$ cat src/rtl/accumulator_n.sv
// Two-stage add/subtract accumulator with carry/overflow flags, sticky flags and a saturating sample count.
// Define ACC_SAT_EN to clamp the sum on signed overflow instead of wrapping modulo 2^WIDTH.
module accumulator_n #(
    parameter int WIDTH = 8,
    parameter int CNT_W = 8
) (
    input  logic             clk,
    input  logic             reset_n,
    input  logic             en,
    input  logic             sub,
    input  logic             clear,
    input  logic [WIDTH-1:0] a,
    output logic [WIDTH-1:0] a_reg,
    output logic [WIDTH-1:0] sum,
    output logic             c,
    output logic             v,
    output logic             c_sticky,
    output logic             v_sticky,
    output logic [CNT_W-1:0] count,
    output logic             out_valid
);

    logic             sub_q;
    logic             vld1;

    logic [WIDTH-1:0] operand;
    logic [WIDTH:0]   add_full;
    logic [WIDTH-1:0] nxt_sum;
    logic             op_c;
    logic             op_v;

    // Stage 1: capture the operand. Clear does not block capture, so an operand
    // presented alongside clear still accumulates on the following edge.
    // NOTE: sequential state uses non-blocking (<=) so every register samples pre-edge values.
    always_ff @(posedge clk) begin
        if (!reset_n) begin
            a_reg <= '0;
            sub_q <= 1'b0;
            vld1  <= 1'b0;
        end else if (en) begin
            a_reg <= a;
            sub_q <= sub;
            vld1  <= 1'b1;
        end else begin
            vld1  <= 1'b0;
        end
    end

    // Subtraction is sum + ~a_reg + 1, so c=1 means no borrow.
    // NOTE: every always_comb output gets a default first so no path can infer a latch.
    always_comb begin
        operand  = sub_q ? ~a_reg : a_reg;
        add_full = {1'b0, sum} + {1'b0, operand} + {{WIDTH{1'b0}}, sub_q};
        op_c     = add_full[WIDTH];
        op_v     = (sum[WIDTH-1] == operand[WIDTH-1]) &&
                   (add_full[WIDTH-1] != sum[WIDTH-1]);
        nxt_sum  = add_full[WIDTH-1:0];
`ifdef ACC_SAT_EN
        // On overflow the true result carries the sign the two operands share.
        if (op_v) begin
            nxt_sum = sum[WIDTH-1] ? {1'b1, {(WIDTH-1){1'b0}}}
                                   : {1'b0, {(WIDTH-1){1'b1}}};
        end
`endif
    end

    // Stage 2: accumulate, update flags and the saturating sample count.
    always_ff @(posedge clk) begin
        if (!reset_n) begin
            sum       <= '0;
            c         <= 1'b0;
            v         <= 1'b0;
            c_sticky  <= 1'b0;
            v_sticky  <= 1'b0;
            count     <= '0;
            out_valid <= 1'b0;
        end else if (clear) begin
            sum       <= '0;
            c         <= 1'b0;
            v         <= 1'b0;
            c_sticky  <= 1'b0;
            v_sticky  <= 1'b0;
            count     <= '0;
            out_valid <= 1'b0;
        end else if (vld1) begin
            sum       <= nxt_sum;
            c         <= op_c;
            v         <= op_v;
            c_sticky  <= c_sticky | op_c;
            v_sticky  <= v_sticky | op_v;
            if (count != {CNT_W{1'b1}}) begin
                count <= count + CNT_W'(1);
            end
            out_valid <= 1'b1;
        end else begin
            out_valid <= 1'b0;
        end
    end

endmodule

$ cat config.mk
export PLATFORM = sky130hd
export DESIGN_NAME = accumulator_n
export DESIGN_NICKNAME = d
export VERILOG_FILES = /design/src/rtl/accumulator_n.sv
export SDC_FILE = /design/constraint.sdc
export NUM_CORES = 1
export LEC_CHECK = 0
export ABC_CLOCK_PERIOD_IN_PS = 2960
export CAP_MARGIN = 30
export CORE_MARGIN = 10
export CORE_UTILIZATION = 45
export CTS_CLUSTER_DIAMETER = 60
export CTS_CLUSTER_SIZE = 24
export DETAILED_ROUTE_END_ITERATION = 7
export DONT_BUFFER_PORTS = 1
export GPL_TIMING_DRIVEN = 0
export PLACE_DENSITY = 0.66
export SYNTH_ARGS = -nofsm -noshare
export SYNTH_HDL_FRONTEND = slang
export SYNTH_SLANG_ARGS = --single-unit
$ cat constraint.sdc
create_clock -name clk -period 2.96 [get_ports clk]
set_clock_uncertainty 0.2 [all_clocks]
set_input_delay 0.74 -clock clk [delete_from_list [all_inputs] [get_ports clk]]
set_output_delay 0.74 -clock clk [all_outputs]
set_load 0.02 [all_outputs]
### Yosys cells after proc, flatten, opt, wreduce, memory -nomap -nowiden

Index checks and enable logic that the tools add are counted.

* register bits after elaboration: 31
* logic and storage cells: 26

* muxes and demuxes: 3
* reductions and logical operators: 3
* bitwise gates (word level): 4
* equality and inequality tests: 3
* add/subtract/negate cells: 3

Operator list (count)
* 8-bit by 8-bit adder with 9-bit output: 1
* 9-bit by 1-bit adder with 9-bit output: 1
* 8-bit by 1-bit adder with 8-bit output, second input constant: 1
* 8-bit 2-to-1 mux: 1
* 8-bit != test, second input constant: 1
* 8-bit inverter: 1
* 1-bit 2-to-1 mux: 2
* 1-bit OR: 2
* 2-bit AND reduction: 1
* 2-bit OR reduction: 1
* 1-bit equality test: 1
* 1-bit logical AND: 1
* 1-bit != test: 1
* 1-bit inverter: 1

### Longest topological paths before layout

* depth after elaboration: 7
* gate-level depth with buffers: 9
* gate-level depth less buffers: 8

### Worst setup path after synthesis

OpenSTA, ideal clock, no wires.

* kind: flip-flop to flip-flop
* start: register sub_q
* end: register v
* clock period less this slack: 2.216 ns
* cell stages (with the launch flop): 9
* setup time: 0.121 ns
* path buffers: 1
* arrival: 1.895 ns
* slack: 0.744 ns
* cells stage by stage: dfxtp_1 -> buf_4 -> xor2_1 -> ha_1 -> and2_1 -> a221o_1 -> a31oi_2 -> mux2i_1 -> nand2_1

* longest elaborated chain between the ends: 5
* elaborated cells between the ends (all ways): 6

Ends and longest elaborated chain
* start: declaration: line 23 `logic sub_q;`
* start signal: assignment: line 42 `sub_q <= sub;`
* 8-bit 2-to-1 mux: line 52 `operand = sub_q ? ~a_reg : a_reg;`
* 8-bit by 8-bit adder with 9-bit output: line 53 `add_full = {1'b0, sum} + {1'b0, operand} + {{WIDTH{1'b0}}, sub_q};`
* 9-bit by 1-bit adder with 9-bit output: line 53
* 1-bit != test: line 56 `(add_full[WIDTH-1] != sum[WIDTH-1]);`
* 1-bit logical AND (*): line 55 `op_v = (sum[WIDTH-1] == operand[WIDTH-1]) &&`
* end signal: assignment: line 88 `v <= op_v;`
* end: declaration: line 16 `output logic v,`

Mark *: on every way between the ends. The rest lies on a longest branch, timed or not.
A chain may end at the register's enable or synchronous reset.

### Final worst setup path

* start: register a_reg[5]
* end: register v

* longest elaborated chain between the ends: 6

Ends and longest elaborated chain
* start: declaration: line 13 `output logic [WIDTH-1:0] a_reg,`
* start signal: assignment: line 37 `a_reg <= '0;`
* start signal: assignment: line 41 `a_reg <= a;`
* 8-bit inverter: line 52
* 8-bit 2-to-1 mux (*): line 52
* 8-bit by 8-bit adder with 9-bit output (*): line 53
* 9-bit by 1-bit adder with 9-bit output (*): line 53
* 1-bit != test (*): line 56
* 1-bit logical AND (*): line 55

Marked as above.

==> results_dict.tcl <==
set metrics [dict create \
    synth_cell_type_count 38 \
    rows 21 \
    synth_top_area_share_pct 38.63 \
    reg2reg_depth 7 \
    clk_pin_slew_ns 0.09 \
    core_area_sq_mm 0.003390 \
    ios 42 \
    clockRootBuffer "clkbuf_4" \
    htreeDepth 2 \
    grt_pass1_wl_microns 5809 \
    power_leakage_nw 0.7040 \
    numCtsBuffers 5 \
    cp.required_ns 2.97 \
    diodes 0 \
    hold_class "register to register" \
    cts.hold.buffers_added 0 \
    hp-start "v_sticky$_SDFFE_PP0P_" \
    fin_area_sq_mm 0.001735 \
    drt-total-wl_microns 3448 \
    layout_commonest_cell "dfxtp_1" \
    min_path_cells 2 \
    clockBufferDepth 2 \
    crit_path_end_kind "register" \
    placed_cell_area_sq_mm 0.001664 \
    setup.worst_path.class "register to register" \
    start_util_pct 47.40 \
    num_vias 1183 \
    drv_slew 0 \
    worst_ep_arrival_time_ns 2.44 \
    chipWidth_microns 79.75 \
    tns_ns 0 \
    seq_area_frac_synth_pct 38.63 \
    syn_area_per_cell_sq_um 9.180 \
    cp-startpoint "a_reg[5]$_SDFFE_PN0P_" \
    grt-ovfl-total 0 \
    p_per_area_mw_per_mm2 496.0 \
    setup_viol 0 \
    die_y_microns 79.75 \
    synthesis.area_sq_mm 0.001607 \
    drt-wirelength-per-cell_microns 15.12 \
    cts_sinks 31 \
    cts_resized 0 \
    synth_seq_cells 31 \
    die_area_sq_mm 0.006360 \
    dr.pass1.iters 4 \
    layout.nets 204 \
    min_to "v_sticky$_SDFFE_PP0P_" \
    viasPerCell 5.189 \
    min_period_ns 2.431 \
    most-common-layout-cells "dfxtp_1, nor2_1, nand2_1" \
    areaGrowthSynthToFinish_pct 8.022 \
    ys_warn_count 0 \
    finalHoldViolations 0 \
    grt_setup_unrepaired "no" \
    drc_errors 0 \
    synth_cells 175 \
    cp-start-kind "register" \
    antenna_found_initial 0 \
    clk_latency_ns 0.33 \
    grt_max_degree 11 \
    status "completed" \
    cts_tree "built" \
    cap_violations 0 \
    final_util_pct 51.20 \
    crit_fanout 5 \
    portBuffers 0 \
    slew_headroom_pct 59.11 \
    ys_async_sr_fraction_pct 0 \
    ys_top_cells_by_area "dfxtp_1, mux2i_1, xor2_1" \
    period_share_pct 82.11 \
    hpwl_microns 2790 \
    synth_top_area_cell "dfxtp_1" \
    ant_nets 0 \
    worst_slew_pin_slew_ns 0.6134 \
    synth_edf_count 0 \
    yosys_most_used_dff "dfxtp_1" \
    fmax_mhz 411.4 \
    worstReg2RegEnd "v$_SDFFE_PP0P_" \
    gp_congestion 0.7777 \
    ir_worst_vdd_uv 220.0 \
    syn_nets 197 \
    reg2reg_slack_ns 0.53 \
    reg2reg_from "a_reg[5]$_SDFFE_PN0P_" \
    gr-usage-all-layers_pct 11.39 \
    drt_iter0_drc 51 \
    layout-drive-gt1-share_pct 6.044 \
    grt_pass1_vias 1262 \
    post-cts-setup-buffers 0 \
    hold_ws_ns 0.3618 \
]
-- Yosys cell counts (all sizes together) (2+ instances only) --
cell,count
nor2,15
xor2,12
nand2,14
o21a,2
a21oi,7
nand3b,3
ha,8
nand3,3
o21ai,8
inv,6
o211ai,2
mux2i,14
dfxtp,31
clkbuf,7
xnor2,4
nor2b,12
nor3,4
nor3b,4
and2,3
-- logic make-up (layout without fill, tap and decap cells) --
| kind of cell | count (synthesis) | count (layout) | share of synthesized area [%] |
|---|---|---|---|
| and+or+nand+nor | 65 | 65 | 21.34 |
| xor gates and xnor gates | 16 | 16 | 8.722 |
| AOI/OAI and AO/OA | 26 | 26 | 11.37 |
| buffers and inverters | 14 | 21 | 3.505 |
| adders and majority gates | 9 | 9 | 7.477 |
| DFF | 31 | 31 | 38.63 |
| muxes | 14 | 14 | 8.956 |
-- stage by stage --
stage	total power [mW]	setup WS [ns]	instances
after floorplan	0.5423	0.7443	175
after global placement	0.5587	0.5850	221
after detailed placement	0.5640	0.5667	221
after CTS	0.8742	0.5252	228
after global routing	0.9078	0.3185	228
final	0.8607	0.5294	228
-- power breakdown --
part / total, mW / internal (mW) / switching, mW / leakage (nW)
clock: 0.309 / 0.174 / 0.135 / 0.0383
combinational: 0.0971 / 0.0427 / 0.0544 / 0.413
sequential: 0.455 / 0.429 / 0.0262 / 0.252
-- cell type report --
type	instances	area (sq um)
clock buffer	6	41.29
multi-input combinational	130	929.6
clock inverter	1	30.03
buffer	8	33.78
sequential	31	620.6
inverter	6	22.52
fill	337	1654
tap	46	57.56
-- critical path, stage by stage, from the launching register on --
cell     delay [ns]
dfxtp_1        0.50
xor2_1         0.21
ha_1           0.31
and2_1         0.20
a221o_1        0.33
a31oi_2        0.23
mux2i_1        0.27
nand2_1        0.06
-- worst max-delay path by stage --
stage,endpoint,slack [ns],depth (start not counted)
after detailed placement,v_sticky$_SDFFE_PP0P_,0.57,7
after global routing,v$_SDFFE_PP0P_,0.32,7
after floorplan,v$_SDFFE_PP0P_,0.74,8
final,v$_SDFFE_PP0P_,0.53,7
after global placement,v$_SDFFE_PP0P_,0.59,7
after CTS,v$_SDFFE_PP0P_,0.53,7
-- metal layers --
metal	routed length (microns)	vias up	part of all wire, %	GRT usage (%)
li1	-	612	-	-
met1	1509	525	44	12.07
met2	1528	41	44	18.28
met3	374	5	11	7.207
met4	36	0	1.0	3.521
met5	0	-	0	0
Power figures use the tool's default switching activity.
